--- src/rtl/fpu_mon_pkg.sv ---
// Shared definitions for the FPU check monitor: channel FSM states,
// default parameter values and the saturating counter helper.
package fpu_mon_pkg;

  localparam int DEF_NUM_CH  = 2;
  localparam int DEF_CNT_W   = 16;
  localparam int DEF_TIMEOUT = 256;
  localparam int DEF_PHASE_W = 8;

  typedef enum logic [1:0] {
    CH_IDLE = 2'd0,
    CH_WAIT = 2'd1,
    CH_TOUT = 2'd2
  } ch_state_e;

  // Add inc to val and clamp at 2^w-1 (w <= 32); callers truncate to w bits.
  function automatic logic [31:0] sat_inc(input logic [31:0] val,
                                          input logic [31:0] inc,
                                          input int          w);
    logic [32:0] sum;
    logic [32:0] maxv;
    maxv = (33'd1 << w) - 33'd1;
    sum  = {1'b0, val} + {1'b0, inc};
    return (sum > maxv) ? maxv[31:0] : sum[31:0];
  endfunction

endpackage

--- src/rtl/fpu_mon_channel.sv ---
// One monitored FPU request channel: IDLE/WAIT/TOUT handshake FSM,
// timeout timer, saturating tb/assertion error counters and, when
// FPU_MON_LATENCY_EN is defined, a max req-to-done latency register.
module fpu_mon_channel
  import fpu_mon_pkg::*;
#(
  parameter int CNT_W   = DEF_CNT_W,
  parameter int TIMEOUT = DEF_TIMEOUT
) (
  input  logic             clk,
  input  logic             arst,
  input  logic             clr,
  input  logic             req,
  input  logic             done,
  input  logic             etb,
  input  logic             eas,
  output logic             busy,
  output logic             timeout,
  output logic [CNT_W-1:0] cnt_tb,
  output logic [CNT_W-1:0] cnt_as,
  output logic [2:0]       inc_tot,
  output logic             tout_nxt
`ifdef FPU_MON_LATENCY_EN
  ,
  output logic [CNT_W-1:0] max_lat
`endif
);

  localparam int TMR_W = $clog2(TIMEOUT);
  localparam logic [TMR_W-1:0] TMR_LAST = TMR_W'(TIMEOUT - 1);

  ch_state_e        st, st_n;
  logic [TMR_W-1:0] tmr, tmr_n;
  logic             proto_err;
  logic             tout_evt;
  logic [1:0]       inc_tb, inc_as;
`ifdef FPU_MON_LATENCY_EN
  logic             lat_vld;
  logic [31:0]      lat;
  logic [31:0]      lat_sat;
`endif

  // Next-state, timer and per-cycle error-event decode.
  always_comb begin
    st_n      = st;
    tmr_n     = tmr;
    proto_err = 1'b0;
    tout_evt  = 1'b0;
`ifdef FPU_MON_LATENCY_EN
    lat_vld   = 1'b0;
    lat       = 32'd0;
`endif
    case (st)
      CH_IDLE: begin
        if (req) begin
          // A done alongside the req is a zero-latency completion.
          if (!done) begin
            st_n  = CH_WAIT;
            tmr_n = '0;
          end
`ifdef FPU_MON_LATENCY_EN
          else begin
            lat_vld = 1'b1;
          end
`endif
        end else if (done) begin
          proto_err = 1'b1;
        end
      end
      CH_WAIT: begin
        if (done) begin
`ifdef FPU_MON_LATENCY_EN
          lat_vld = 1'b1;
          lat     = 32'(tmr) + 32'd1;
`endif
          st_n  = req ? CH_WAIT : CH_IDLE;
          tmr_n = '0;
        end else if (req) begin
          proto_err = 1'b1;
          tmr_n     = '0;
        end else if (tmr == TMR_LAST) begin
          st_n     = CH_TOUT;
          tout_evt = 1'b1;
          tmr_n    = '0;
        end else begin
          tmr_n = tmr + 1'b1;
        end
      end
      CH_TOUT: begin
        st_n = CH_TOUT;
      end
      default: begin
        st_n  = CH_IDLE;
        tmr_n = '0;
      end
    endcase
  end

  assign inc_tb   = {1'b0, etb} + {1'b0, tout_evt};
  assign inc_as   = {1'b0, eas} + {1'b0, proto_err};
  assign inc_tot  = clr ? 3'd0 : ({1'b0, inc_tb} + {1'b0, inc_as});
  assign tout_nxt = ~clr & (st_n == CH_TOUT);
  assign busy     = (st == CH_WAIT);
  assign timeout  = (st == CH_TOUT);
`ifdef FPU_MON_LATENCY_EN
  assign lat_sat  = sat_inc(lat, 32'd0, CNT_W);
`endif

  // State, timer and saturating counters; clr discards the cycle's events.
  always_ff @(posedge clk or negedge arst) begin
    if (!arst) begin
      st      <= CH_IDLE;
      tmr     <= '0;
      cnt_tb  <= '0;
      cnt_as  <= '0;
`ifdef FPU_MON_LATENCY_EN
      max_lat <= '0;
`endif
    end else if (clr) begin
      st      <= CH_IDLE;
      tmr     <= '0;
      cnt_tb  <= '0;
      cnt_as  <= '0;
`ifdef FPU_MON_LATENCY_EN
      max_lat <= '0;
`endif
    end else begin
      st     <= st_n;
      tmr    <= tmr_n;
      cnt_tb <= CNT_W'(sat_inc(32'(cnt_tb), 32'(inc_tb), CNT_W));
      cnt_as <= CNT_W'(sat_inc(32'(cnt_as), 32'(inc_as), CNT_W));
`ifdef FPU_MON_LATENCY_EN
      if (lat_vld && (lat_sat > 32'(max_lat)))
        max_lat <= CNT_W'(lat_sat);
`endif
    end
  end

endmodule

--- src/rtl/fpu_check_monitor.sv ---
// Multi-channel FPU handshake/error monitor: per-channel watchdogs and
// counters, a saturating error total, test-phase register and irq.
// Optional max-latency tracking is enabled by defining FPU_MON_LATENCY_EN.
module fpu_check_monitor
  import fpu_mon_pkg::*;
#(
  parameter int NUM_CH  = DEF_NUM_CH,
  parameter int CNT_W   = DEF_CNT_W,
  parameter int TIMEOUT = DEF_TIMEOUT,
  parameter int PHASE_W = DEF_PHASE_W
) (
  input  logic                    clk,
  input  logic                    arst,
  input  logic                    phase_we,
  input  logic [PHASE_W-1:0]      phase_in,
  input  logic                    clr,
  input  logic [NUM_CH-1:0]       req_valid,
  input  logic [NUM_CH-1:0]       done_valid,
  input  logic [NUM_CH-1:0]       err_tb,
  input  logic [NUM_CH-1:0]       err_as,
  output logic [PHASE_W-1:0]      phase_out,
  output logic [NUM_CH-1:0]       busy,
  output logic [NUM_CH-1:0]       timeout,
  output logic [NUM_CH*CNT_W-1:0] err_cnt_tb,
  output logic [NUM_CH*CNT_W-1:0] err_cnt_as,
  output logic [CNT_W-1:0]        err_total,
  output logic                    irq
`ifdef FPU_MON_LATENCY_EN
  ,
  output logic [NUM_CH*CNT_W-1:0] max_lat
`endif
);

  logic [NUM_CH*3-1:0] inc_vec;
  logic [NUM_CH-1:0]   tout_nxt;
  logic [7:0]          inc_sum;
  logic [CNT_W-1:0]    err_total_n;
  logic                irq_n;

  for (genvar g = 0; g < NUM_CH; g++) begin : g_ch
    fpu_mon_channel #(
      .CNT_W   (CNT_W),
      .TIMEOUT (TIMEOUT)
    ) u_ch (
      .clk      (clk),
      .arst     (arst),
      .clr      (clr),
      .req      (req_valid[g]),
      .done     (done_valid[g]),
      .etb      (err_tb[g]),
      .eas      (err_as[g]),
      .busy     (busy[g]),
      .timeout  (timeout[g]),
      .cnt_tb   (err_cnt_tb[g*CNT_W +: CNT_W]),
      .cnt_as   (err_cnt_as[g*CNT_W +: CNT_W]),
      .inc_tot  (inc_vec[g*3 +: 3]),
      .tout_nxt (tout_nxt[g])
`ifdef FPU_MON_LATENCY_EN
      ,
      .max_lat  (max_lat[g*CNT_W +: CNT_W])
`endif
    );
  end

  // Sum of every channel's increments this cycle, then the saturated total.
  always_comb begin
    inc_sum = 8'd0;
    for (int i = 0; i < NUM_CH; i++)
      inc_sum = inc_sum + 8'(inc_vec[i*3 +: 3]);
    err_total_n = clr ? '0 : CNT_W'(sat_inc(32'(err_total), 32'(inc_sum), CNT_W));
    irq_n       = ~clr & ((|tout_nxt) | (err_total_n != '0));
  end

  // Error total and irq, both reflecting the state after this cycle's events.
  always_ff @(posedge clk or negedge arst) begin
    if (!arst) begin
      err_total <= '0;
      irq       <= 1'b0;
    end else begin
      err_total <= err_total_n;
      irq       <= irq_n;
    end
  end

  // Test-phase code register, independent of clr.
  always_ff @(posedge clk or negedge arst) begin
    if (!arst)
      phase_out <= '0;
    else if (phase_we)
      phase_out <= phase_in;
  end

endmodule

--- config.mk ---
export PLATFORM = sky130hd
export DESIGN_NAME = fpu_check_monitor
export DESIGN_NICKNAME = d
export VERILOG_FILES = /design/src/rtl/fpu_mon_pkg.sv /design/src/rtl/fpu_mon_channel.sv /design/src/rtl/fpu_check_monitor.sv
export SDC_FILE = /design/constraint.sdc
export NUM_CORES = 1
export LEC_CHECK = 0
export BUFFER_PORTS_ARGS = -buffer_cell sky130_fd_sc_hd__buf_4
export CAP_MARGIN = 15
export CORE_ASPECT_RATIO = 1.25
export CORE_MARGIN = 2
export CORE_UTILIZATION = 60
export DETAILED_ROUTE_END_ITERATION = 6
export HOLD_SLACK_MARGIN = 0.05
export PLACE_DENSITY = 0.95
export SETUP_SLACK_MARGIN = 0.5
export SYNTH_ARGS = -nofsm -noshare
export SYNTH_HDL_FRONTEND = slang
export SYNTH_SLANG_ARGS = --single-unit
--- constraint.sdc ---
create_clock -name clk -period 7.6 [get_ports clk]
set_input_delay 0 -clock clk [delete_from_list [all_inputs] [get_ports clk]]
set_output_delay 0 -clock clk [all_outputs]
set_load 0.02 [all_outputs]
### Word-level counts from Yosys, hierarchy flattened

Index checks and enable logic that the tools add are counted.

| word-level totals | value |
|---|---|
| bits of input ports | 20 |
| bits in registers | 109 |
| word-level logic and storage cells | 115 |
| output and inout port bits | 93 |

| cells by class | value |
|---|---|
| add/sub/neg operators | 14 |
| mux-type cells | 60 |
| order comparisons | 5 |
| bitwise logic cells | 5 |
| reductions and logical operators | 6 |
| eq/ne operators | 14 |

Operators by type and width:

| operator | number |
|---|---|
| 16-bit 2-to-1 mux | 10 |
| 8-bit 2-to-1 mux | 12 |
| 17-bit by 16-bit greater-than comparator with 1-bit output (second input constant) | 5 |
| 16-bit by 2-bit adder with 17-bit output | 4 |
| 8-bit one-hot mux with 3 select lines | 2 |
| 2-bit 2-to-1 mux | 12 |
| 1-bit 2-to-1 mux | 18 |
| 16-bit by 4-bit adder with 17-bit output | 1 |
| 8-bit by 1-bit adder with 8-bit output (second input constant) | 2 |
| 8-bit equality test (second input constant) | 2 |
| 16-bit nonzero test | 1 |
| 3-bit inequality test (second input constant) | 4 |
| 2-bit one-hot mux with 3 select lines | 2 |
| 1-bit by 1-bit adder with 2-bit output | 4 |
| 2-bit equality test (second input constant) | 4 |
| 2-bit by 2-bit adder with 3-bit output | 2 |
| 3-bit 2-to-1 mux | 2 |
| 3-bit AND reduction | 2 |
| 3-bit by 3-bit adder with 4-bit output | 1 |
| 2-bit by 1-bit equality test with 1-bit output (second input constant) | 2 |
| 2-bit logical NOT | 2 |
| 2-bit inequality test (second input constant) | 2 |
| 1-bit one-hot mux with 2 select lines | 2 |
| 1-bit bitwise AND | 3 |
| 3 further kinds | 3 |

### Logic depth before layout (Yosys ltp)

Gate-level depths: netlist of the first run.

| logic depth | value |
|---|---|
| depth after elaboration | 16 |
| gate-level depth with buffers | 19 |
| mapped depth without buffers | 19 |

### Hierarchy

From an unflattened synthesis of the first run, not the netlist that was laid out.

| unflattened totals | value |
|---|---|
| cell total of the unflattened synthesis | 627 |
| area total of the unflattened synthesis | 6243.5 sq um |

By module, submodules not included:

| module | cells each | instances | seq. area each (sq um) | area each (sq um) |
|---|---|---|---|---|
| fpu_mon_channel at g_ch[1].u_ch | 243 | 1 | 1051.0 | 2363.5 |
| fpu_mon_channel at g_ch[0].u_ch | 242 | 1 | 1051.0 | 2333.5 |
| fpu_check_monitor | 142 | 1 | 625.6 | 1546.5 |

### Worst setup path after synthesis of the first run

Ideal clock, no wire load.

| path | value |
|---|---|
| path type | flip-flop to flip-flop |
| start | register g_ch[0].u_ch.tmr[0] |
| end | register irq |
| cell stages (with the launch flop) | 20 |
| library setup time | 0.131 ns |
| arrival | 4.493 ns |
| buffers on the path | 0 |
| path slack | 2.976 ns |
| required time | 7.469 ns |
| period minus slack after synthesis | 4.624 ns |
| cell sequence | dfrtp_1 ha_1 and3_1 and3_1 nand3_1 nor4b_1 ha_1 ha_1 ha_1 nand2b_1 fa_1 inv_1 ha_1 fa_1 a21oi_1 nor4b_1 a211oi_1 o2111ai_1 nor4b_2 o21ai_1 |

| between the ends | value |
|---|---|
| cells in the longest elaborated chain, start to end | 16 |
| elaborated cells on any way between the ends | 23 |
| classes of those cells | add/sub (4); order compare (1); eq/ne (2); mux (11); bitwise (3); reduce/logical (2) |

Ends and longest elaborated chain:

| item | RTL line | RTL |
|---|---|---|
| from (decl) | fpu_mon_channel.sv:33 | `logic [TMR_W-1:0] tmr, tmr_n;` |
| from (signal assigned) | fpu_mon_channel.sv:129 | `tmr <= tmr_n;` |
| 8-bit equality test * | fpu_mon_channel.sv:81 | `end else if (tmr == TMR_LAST) begin` |
| 1-bit 2-to-1 mux | fpu_mon_channel.sv:81 |  |
| 1-bit 2-to-1 mux | fpu_mon_channel.sv:78 | `end else if (req) begin` |
| 1-bit 2-to-1 mux | fpu_mon_channel.sv:71 | `if (done) begin` |
| 1-bit 2-to-1 mux | fpu_mon_channel.sv:53 | `case (st)` |
| 1-bit by 1-bit adder with 2-bit output | fpu_mon_channel.sv:99 | `assign inc_tb = {1'b0, etb} + {1'b0, tout_evt};` |
| 2-bit by 2-bit adder with 3-bit output | fpu_mon_channel.sv:101 | `assign inc_tot = clr ? 3'd0 : ({1'b0, inc_tb} + {1'b0, inc_as});` |
| 3-bit 2-to-1 mux | fpu_mon_channel.sv:101 |  |
| 3-bit by 3-bit adder with 4-bit output | fpu_check_monitor.sv:69 | `inc_sum = inc_sum + 8'(inc_vec[i*3 +: 3]);` |
| 16-bit by 4-bit adder with 17-bit output | fpu_mon_pkg.sv:23 | `sum = {1'b0, val} + {1'b0, inc};` |
| 17-bit by 16-bit greater-than comparator with 1-bit output | fpu_mon_pkg.sv:24 | `return (sum > maxv) ? maxv[31:0] : sum[31:0];` |
| 16-bit 2-to-1 mux | fpu_mon_pkg.sv:24 |  |
| 16-bit 2-to-1 mux | fpu_check_monitor.sv:70 | `err_total_n = clr ? '0 : CNT_W'(sat_inc(32'(err_total), 32'(inc_sum), CNT_W));` |
| 16-bit nonzero test | fpu_check_monitor.sv:71 | `irq_n = ~clr & ((\|tout_nxt) \| (err_total_n != '0));` |
| 1-bit bitwise OR * | fpu_check_monitor.sv:71 |  |
| 1-bit bitwise AND * | fpu_check_monitor.sv:71 |  |
| net irq_n | fpu_check_monitor.sv:38 | `logic irq_n;` |
| to (signal assigned) | fpu_check_monitor.sv:81 | `irq <= irq_n;` |
| to (decl) | fpu_check_monitor.sv:27 | `output logic irq` |

Mark *: on every way through the listed nets, which the timed path passes. The rest lies on a longest branch.
A chain may end at the register's enable or synchronous reset.

### Worst setup path after layout of the first run

Ends and elaborated chain as after synthesis.

==> run metrics, run 1 <==
Setup WS post-layout=2.28 ns; min-delay worst type=in2reg; LEAKAGE=0.00337 uW; clock root buffer=clkbuf_16; total power=1300 uW; max-slew violations=0; Final setup viols=0; Worst-Skew Late Latency=0.35 ns; grt ovf=0; vias post-DR=4961; worst endpoint required time=7.79 ns; final clock skew=0.00933 ns; ys async rst share=100%; Top FF cell, synth=dfrtp_1; P&R area growth vs syn=23.7%; Critical Path Sink=irq$_DFF_PN0_; Final Hold Vio Count=0; Worst R2R End=irq$_DFF_PN0_; status=finished clean; Die Width=92.6 microns; Critical Path AT=5.51 ns; CTS tree=done; worst r2r path cells=19; final net count=774; GP Congestion=0.914; CP startpoint kind=flop; Via density=5.82; wire length on met1=5490 microns; Routed WL=14000 microns; met3 routed WL=646 microns; sequential element share of the synthesized area=46.4%; Worst setup EP type=flop; fin util=76.1%; starting density of the core=61.5%; Cell Rows=40; Final ANT Viol Nets=0; worst setup path start=g_ch[0].u_ch.tmr[0]$_DFFE_PN0P_; Top Layer Used=met4; Max H-tree Level=3; Tmin final=5.32 ns; peak supply drop=0.122 mV; MaxCap Viol Count=0; Clock transition at path regs=0.06 ns; Port Buffer Count=112; Slew headroom=34.8%; Hold Slack=0.0610 ns; setup_tns=0 ns; Synth Instances=602; DRC viols=0; synthesized netlist net count=652; first-pass GRT wire length=23600 microns; largest net degree at the start of global routing=98; Post-Syn Area=5880 sq um; Final Cycle Share=70.0%; Die Y=115 microns; dpl ws=2.38 ns; share of layout cells above drive strength 1=19.8%; Post-Syn Area per Cell=9.77 sq um; Sink Count=109; Worst-Margin Slew=0.977 ns; Syn. warnings=0; Seq cells post-synth=109; CP Class=reg2reg; dpl hpwl=9650 microns; r2r setup slk=2.28 ns; CTS Buf Count=9; initial DRC count=281; reg2reg start=g_ch[0].u_ch.tmr[0]$_DFFE_PN0P_; Worst Path Max Fanout=7; post-DR wirelength/cell=16.4 microns; DIE AREA=10600 sq um; total track usage=27.8%; vias in the first global route=5094; Unique masters post-synth=50; io pins=113; met2 WL=7420 microns; Pre-antenna DRT Iters=5; Post-synth EDFFs=0; antenna violations before repair=0; fmax=188 MHz; core box area=9560 sq um; unrepaired setup endpoints after global routing=false; Pwr per Cell Area=178 nW/um^2; postcts setup bufs=0; Longest Clk Path Bufs=2; Ant. Diodes=0
## area by class of cell
type	instances	area, sq um
clock buffers	11	253
clock inverters	3	46.3
fillers	652	2290
inverters	19	71.3
multi-input cells	452	2970
flip-flops and latches	109	2730
well taps	126	158
repair buffers	133	1050
## state kept, by name, indices dropped and copies added (netlist names)
register          cells
err_total            16
g_ch.u_ch.cnt_as     32
g_ch.u_ch.cnt_tb     32
g_ch.u_ch.st          4
g_ch.u_ch.tmr        16
irq                   1
phase_out             8
## power by group
part	internal [uW]	total, uW	switching [uW]
clock	271	477	206
combinational	86.2	200	113
sequential	601	621	19.8
total	958	1300	339
## worst min path at each step
stage | from | endpoint | slack (ns) | cells after the start
4_1_cts | done_valid[0] | g_ch[0].u_ch.st[0]$_DFF_PN0_ | 0.05 | 4
5_1_grt | done_valid[0] | g_ch[0].u_ch.st[0]$_DFF_PN0_ | 0.06 | 4
3_3_place_gp | arst | g_ch[0].u_ch.cnt_tb[15]$_DFF_PN0_ | 0.04 | 1
2_1_floorplan | arst | err_total[0]$_DFF_PN0_ | -0.30 | 0
3_5_place_dp | arst | g_ch[0].u_ch.cnt_tb[14]$_DFF_PN0_ | 0.04 | 1
6_report | done_valid[1] | g_ch[1].u_ch.st[0]$_DFF_PN0_ | 0.06 | 4
## critical path, cell delays in order (launching register included)
cell and delay [ns]:
dfrtp_1 0.40, ha_1 0.18, and3_1 0.18, and3_1 0.24, nand3_1 0.17, nor4b_1 0.41, ha_1 0.33, ha_1 0.19
ha_1 0.27, nand2b_1 0.07, fa_1 0.50, inv_1 0.04, ha_1 0.22, fa_1 0.42, a21oi_1 0.45, nor2_1 0.14
o311ai_1 0.33, o2111ai_1 0.19, nor4b_2 0.33, o21ai_1 0.08
## synthesized netlist by cell type, drive strengths merged, types with 6 or more instances
| cell | count | area (sq um) |
|---|---|---|
| dfrtp | 109 | 2730 |
| a21oi | 83 | 415 |
| nor2 | 53 | 199 |
| nand2 | 52 | 195 |
| xnor2 | 40 | 350 |
| xor2 | 24 | 210 |
| ha | 22 | 275 |
| inv | 19 | 71.3 |
| nand3 | 19 | 95.1 |
| and3 | 16 | 101 |
| nand4 | 16 | 106 |
| nor2b | 15 | 93.8 |
| nor3 | 15 | 75.1 |
| o21ai | 12 | 60.1 |
| buf | 11 | 72.6 |
| clkbuf | 11 | 41.3 |
| mux2 | 9 | 101 |
| fa | 8 | 160 |
| nor4b | 7 | 67.6 |
| and2 | 6 | 37.5 |
| nand2b | 6 | 37.5 |
## kinds of logic after synthesis
group / after synthesis / synth area share (%)
adders and majority gates: 30 / 7.40
AOI/OAI and AO/OA: 113 / 10.4
DFF: 109 / 46.4
buffers and inverters: 41 / 3.15
and+or+nand+nor: 231 / 20.6
muxes: 14 / 2.57
xor gates and xnor gates: 64 / 9.53
## routing by layer
| layer | up-vias | GRT usage [%] |
|---|---|---|
| li1 | 2334 | - |
| met1 | 2441 | 32.8 |
| met3 | 35 | 4.41 |
| met5 | - | 0 |
| met4 | 0 | 13.9 |
| met2 | 151 | 49.1 |
## metrics by stage
step	area (sq um)	std cells
2_1_floorplan	5880	602
3_3_place_gp	6770	819
3_5_place_dp	6770	819
4_1_cts	7270	853
5_1_grt	7270	853
6_report	7270	853
## timing repair
action                                 4_1_cts  5_1_grt
endpoints found under the hold margin       59        0
resized for setup                            0        0
hold buffers                                20        0
## layout by cell type, fill, tap and decap left out, drive strengths merged, types with 4 or more instances in the layout
| cell type | count |
|---|---|
| fa | 8 |
| nand4 | 16 |
| nor2 | 53 |
| xnor2 | 40 |
| or2 | 4 |
| nand3 | 19 |
| a21oi | 83 |
| clkbuf | 11 |
| nor4 | 5 |
| inv | 19 |
| and2 | 6 |
| xor2 | 24 |
| ha | 22 |
| nor2b | 15 |
| dlygate4sd3 | 20 |
| o21ai | 12 |
| buf | 113 |
| and3 | 16 |
| nand2b | 6 |
| mux2 | 9 |
| mux2i | 5 |
| nor3 | 15 |
| a31oi | 5 |
| nand2 | 52 |
| dfrtp | 109 |
| nor4b | 7 |
No activity file was read; power rests on OpenSTA's default activity.
==> inputs of run 2 (changes only) <==
- ABC_AREA: default -> 1
- CORE_UTILIZATION: 60 -> 51
- PLACE_DENSITY: 0.95 -> 0.86
- clock period: 7.6 -> 4.8 ns (I/O delays scaled with it)
==> run metrics, run 2 <==
Sink Count=109; grt ovf=0; initial DRC count=285; sequential element share of the synthesized area=42.4%; unrepaired setup endpoints after global routing=true; peak supply drop=0.175 mV; post-DR wirelength/cell=14.6 microns; Worst-Margin Slew=0.769 ns; synthesized netlist net count=819; Slew headroom=48.7%; most common cell after layout, fill and taps aside=nand2_1; Top FF cell, synth=dfrtp_1; io pins=113; max-slew violations=0; Longest Clk Path Bufs=2; worst endpoint required time=5.03 ns; CTS Buf Count=9; largest net degree at the start of global routing=62; r2r setup slk=0.55 ns; most frequent cells in the layout=147 x nand2_1, 128 x buf_4, 110 x inv_1; Pre-antenna DRT Iters=5; Die Width=104 microns; Worst Path Max Fanout=6; Synth Instances=769; Final ANT Viol Nets=0; DIE AREA=13500 sq um; Post-Syn Area=6430 sq um; MaxCap Viol Count=0; Post-synth EDFFs=0; CP startpoint kind=flop; Unique masters post-synth=42; Post-Syn Area per Cell=8.36 sq um; Crit-path slowest cell=fa_2; vias in the first global route=5213; crit-path most repeated cell=nand2_1; leading area contributor after synthesis=dfrtp_1; total track usage=22.4%; Seq cells post-synth=109; DRC viols=0; total power=2070 uW; CP Class=reg2reg; status=finished clean; Routed WL=15700 microns; Worst setup EP type=flop; first-pass GRT wire length=24700 microns; Post-synth top cells=153 x nand2_1, 112 x inv_1, 109 x dfrtp_1; final net count=962; GP Congestion=0.896; fmax=235 MHz; Final setup viols=0; Via density=5.29; Cell Rows=45; top-count cell post-synth=nand2_1; dpl hpwl=10500 microns; Fillers=964; min-delay worst type=in2async; Final Hold Vio Count=0; Pwr per Cell Area=252 nW/um^2; core box area=12200 sq um; Top Registers=g_ch.u_ch.cnt_as: 32 flops, g_ch.u_ch.cnt_tb: 32 flops; setup_tns=0 ns; starting density of the core=52.6%; antenna violations before repair=0; CTS tree=done; P&R area growth vs syn=27.8%; Final Cycle Share=88.5%; top-area cell type share of the netlist area=42.4%; max incr delay on CP=0.62 ns; Port Buffer Count=112; Ant. Diodes=0; vias post-DR=5716; Max H-tree Level=3; LEAKAGE=0.00420 uW; Worst-Skew Late Latency=0.35 ns; CP Cell Sequence=ha_2 -> nand2_2 -> nor2_4 -> nand4_1 -> nor3_4 -> ha_1 -> ha_2 -> ha_4 -> a21oi_1 -> nor2_1 -> fa_2 -> ha_1 -> nand3_2 -> nand3_4 -> nand4_4 -> buf_4 -> nand2_1 -> nand2_1 -> nand2_1 -> nor2_1 -> nand2_1 -> nor2_1 -> nand2_1; Clock transition at path regs=0.08 ns; ys async rst share=100%; Critical Path AT=4.48 ns; Tmin final=4.25 ns; final clock skew=0.0107 ns; Die Y=130 microns; Area contributors post-synth=dfrtp_1 42%, nand2_1 8.9%, inv_1 6.5%; share of layout cells above drive strength 1=24.5%; Syn. warnings=0; clock root buffer=clkbuf_16
run 2: cell types whose count changed after synthesis, moves of 8 or more:
cell and delta:
nor2b_1 -15, xor2_1 +8, a21oi_2 +13, and3_1 -14, a21oi_1 -30, nand3_1 +29, inv_1 +93, xnor2_1 -21
nand4_1 +9, nand2_1 +101, nor2_1 +10
run 2: power breakdown:
part	leakage, uW	total [uW]	internal [uW]	switching (uW)
sequential	0.00149	987	954	33.0
clock	0.000130	715	360	356
combinational	0.00258	363	158	205
total	0.00420	2070	1470	593
run 2: critical path: cells and delay by family, from the launching register on:
kind            cells  cell delay, ns
fa+ha+maj           6            1.73
buf+inv             1            0.17
flops               1            0.38
compound gates      1            0.13
simple gates       15            1.71
run 2: logic make-up after synthesis:
| group | Yosys count | share of synthesized area (%) |
|---|---|---|
| simple gates | 344 | 25.5 |
| buf+inv | 135 | 8.45 |
| compound gates | 92 | 8.49 |
| xor+xnor | 51 | 6.95 |
| mux | 8 | 1.40 |
| flops | 109 | 42.4 |
| fa+ha+maj | 30 | 6.77 |
run 2: stage by stage:
stage	instances	utilization, %	hold WS (ns)	instance area [sq um]	setup WS [ns]
6_report	1081	67.2	0.211	8210	0.553
5_1_grt	1081	67.2	0.234	8210	0.318
4_1_cts	1070	65.1	0.195	7950	0.508
3_5_place_dp	1026	60.4	0.0615	7370	0.266
3_3_place_gp	1026	60.4	0.0638	7370	0.423
2_1_floorplan	769	-	-0.296	6430	0.629
run 2: final cells by class:
type / instances / area [sq um] / share of cell area (%)
clock inverter: 7 / 60.1 / 0.731
multi-input combinational: 525 / 3350 / 40.7
sequential: 109 / 2730 / 33.2
timing repair buffer: 153 / 1220 / 14.9
clock buffer: 9 / 225 / 2.74
tap: 164 / 205 / 2.50
inverter: 114 / 428 / 5.21
run 2: per-layer routing:
layer	vias up	global-route usage (%)	routed length, microns
met5	-	0	0
met4	0	8.03	310
met3	24	3.02	629
met2	172	39.6	8150
met1	2759	28.4	6640
li1	2761	-	-
run 2: path summary, 6_finish.rpt:
path	start	end	depth (start not counted)
max	g_ch[0].u_ch.tmr[1]$_DFFE_PN0P_	irq$_DFF_PN0_	23
min	arst	g_ch[1].u_ch.cnt_tb[10]$_DFF_PN0_	2
max reg2reg	g_ch[0].u_ch.tmr[1]$_DFFE_PN0P_	irq$_DFF_PN0_	23
min reg2reg	g_ch[0].u_ch.tmr[0]$_DFFE_PN0P_	g_ch[0].u_ch.tmr[0]$_DFFE_PN0P_	2
max in group asynchronous	arst	err_total[9]$_DFF_PN0_	3
min in group clk	clr	g_ch[0].u_ch.cnt_as[0]$_DFF_PN0_	2
run 2: timing repair:
action,4_1_cts,5_1_grt
endpoints found under the hold margin,61,0
endpoints found under the setup margin,1,2
pin swaps,5,25
buffers inserted,4,11
resized for setup,7,34
hold buffers,24,0
==> inputs of run 3 (changes only) <==
- ABC_AREA: 1 -> default
- CORE_UTILIZATION: 51 -> 50
- PLACE_DENSITY: 0.86 -> 0.85
- SLEW_MARGIN: default -> 0
==> run metrics, run 3 (synthesis gave the netlist of run 1 again) <==
Cell Rows=44; peak supply drop=0.216 mV; Worst setup EP type=flop; post-DR wirelength/cell=16.3 microns; CTS tree=done; Sequential Area=2730 sq um; Sink Count=109; P&R area growth vs syn=29.5%; Final ANT Viol Nets=0; most frequent cells in the layout=130 x buf_4, 109 x dfrtp_1, 80 x a21oi_1; initial DRC count=219; Die Y=125 microns; Port Buffer Count=112; core box area=11600 sq um; clock share of power=36.7%; Clock transition at path regs=0.07 ns; Max H-tree Level=3; grt ovf=0; vias post-DR=5074; Final Cycle Share=93.7%; antenna violations before repair=0; final net count=793; Final Hold Vio Count=0; Critical Path AT=4.69 ns; GP Congestion=0.852; DRC viols=0; Pwr per Cell Area=271 nW/um^2; starting density of the core=50.9%; most common cell after layout, fill and taps aside=buf_4; total power=2060 uW; clock root buffer=clkbuf_16; Top Registers=g_ch.u_ch.cnt_as: 32 flops, g_ch.u_ch.cnt_tb: 32 flops; unrepaired setup endpoints after global routing=true; Slew headroom=33.3%; Power Internal=1530 uW; max-slew violations=0; MaxCap Viol Count=0; Pre-antenna DRT Iters=5; Via density=5.73; LEAKAGE=0.00347 uW; Logic pwr share=15.6%; Worst-Skew Late Latency=0.35 ns; CTS Buf Count=9; io pins=113; vias in the first global route=5027; switching share of power=25.9%; total track usage=23.4%; Switch Pwr=535 uW; dpl hpwl=9840 microns; Die Width=101 microns; share of layout cells above drive strength 1=25.7%; status=finished clean; final clock skew=0.00464 ns; CP Class=reg2reg; Worst Path Max Fanout=4; Flop pwr share=47.6%; Ant. Diodes=0; Tmin final=4.50 ns; DIE AREA=12700 sq um; setup_tns=0 ns; multi-input logic area=3140 sq um; Fillers=881; largest net degree at the start of global routing=98; min-delay worst type=in2reg; Longest Clk Path Bufs=2; Routed WL=14400 microns; Worst-Margin Slew=1.00 ns; Final setup viols=0; worst endpoint required time=4.99 ns; CP startpoint kind=flop; fmax=222 MHz; first-pass GRT wire length=23700 microns
[run 3: power groups by stage]
stage          clock network, uW  registers (uW)  logic, uW
5_1_grt                      811             987        357
3_5_place_dp                   0            1000        299
2_1_floorplan                  0            1030        140
6_report                     757             982        322
3_3_place_gp                   0             997        286
4_1_cts                      776             982        323
[run 3: stage by stage]
stage	cell area (sq um)	cells	hold WS, ns	setup slack, ns	utilization, %
detailed placement	6840	834	0.180	0.0697	59.2
CTS	7560	883	0.0578	0.304	65.4
finish	7610	886	0.0744	0.303	65.9
global placement	6840	834	0.173	0.228	59.2
floorplan	5910	602	-0.296	0.520	-
global route	7610	886	0.136	0.0814	65.9
[run 3: final timing paths]
path,startpoint,to,slack (ns),cells after the start
hold / removal,done_valid[1],g_ch[1].u_ch.st[0]$_DFF_PN0_,0.07,4
hold reg to reg,g_ch[1].u_ch.tmr[4]$_DFFE_PN0P_,g_ch[1].u_ch.tmr[4]$_DFFE_PN0P_,0.55,2
max in group asynchronous,arst,phase_out[2]$_DFFE_PN0P_,3.42,3
min in group asynchronous,arst,g_ch[0].u_ch.cnt_tb[9]$_DFF_PN0_,0.32,2
setup / recovery,g_ch[0].u_ch.tmr[0]$_DFFE_PN0P_,irq$_DFF_PN0_,0.30,20
setup reg to reg,g_ch[0].u_ch.tmr[0]$_DFFE_PN0P_,irq$_DFF_PN0_,0.30,20
[run 3: cell type report]
type | count | area share [%]
well taps | 138 | 2.27
repair buffers | 152 | 15.7
clock inverters | 3 | 0.575
flip-flops and latches | 109 | 35.8
multi-input cells | 452 | 41.2
clock buffers | 13 | 3.42
inverters | 19 | 0.937
[run 3: repair_timing]
item                                    4_1_cts  5_1_grt
buffers inserted                             13        3
hold buffers                                 20        0
pin swaps                                    17        5
gates resized for setup                      25        6
hold endpoints to repair                     80        0
endpoints found under the setup margin       11       16
[run 3: layer usage]
metal	track usage, %	vias up	wire [microns]
li1	-	2382	-
met1	27.5	2487	5650
met2	41.2	160	7680
met3	3.41	45	606
met4	11.1	0	468
met5	0	-	0
[run 3: worst max-delay path: stages, from the launching register on]
cell,delay [ns]
dfrtp_1,0.37
ha_2,0.18
and3_4,0.18
and3_4,0.20
nand3_4,0.09
nor4b_4,0.30
ha_1,0.30
ha_2,0.19
ha_4,0.25
nand2b_1,0.06
fa_1,0.42
inv_1,0.07
ha_2,0.19
fa_2,0.23
a21oi_4,0.08
buf_6,0.12
or3b_4,0.40
nor4_4,0.28
a211oi_2,0.07
nor4b_2,0.25
o21ai_1,0.09
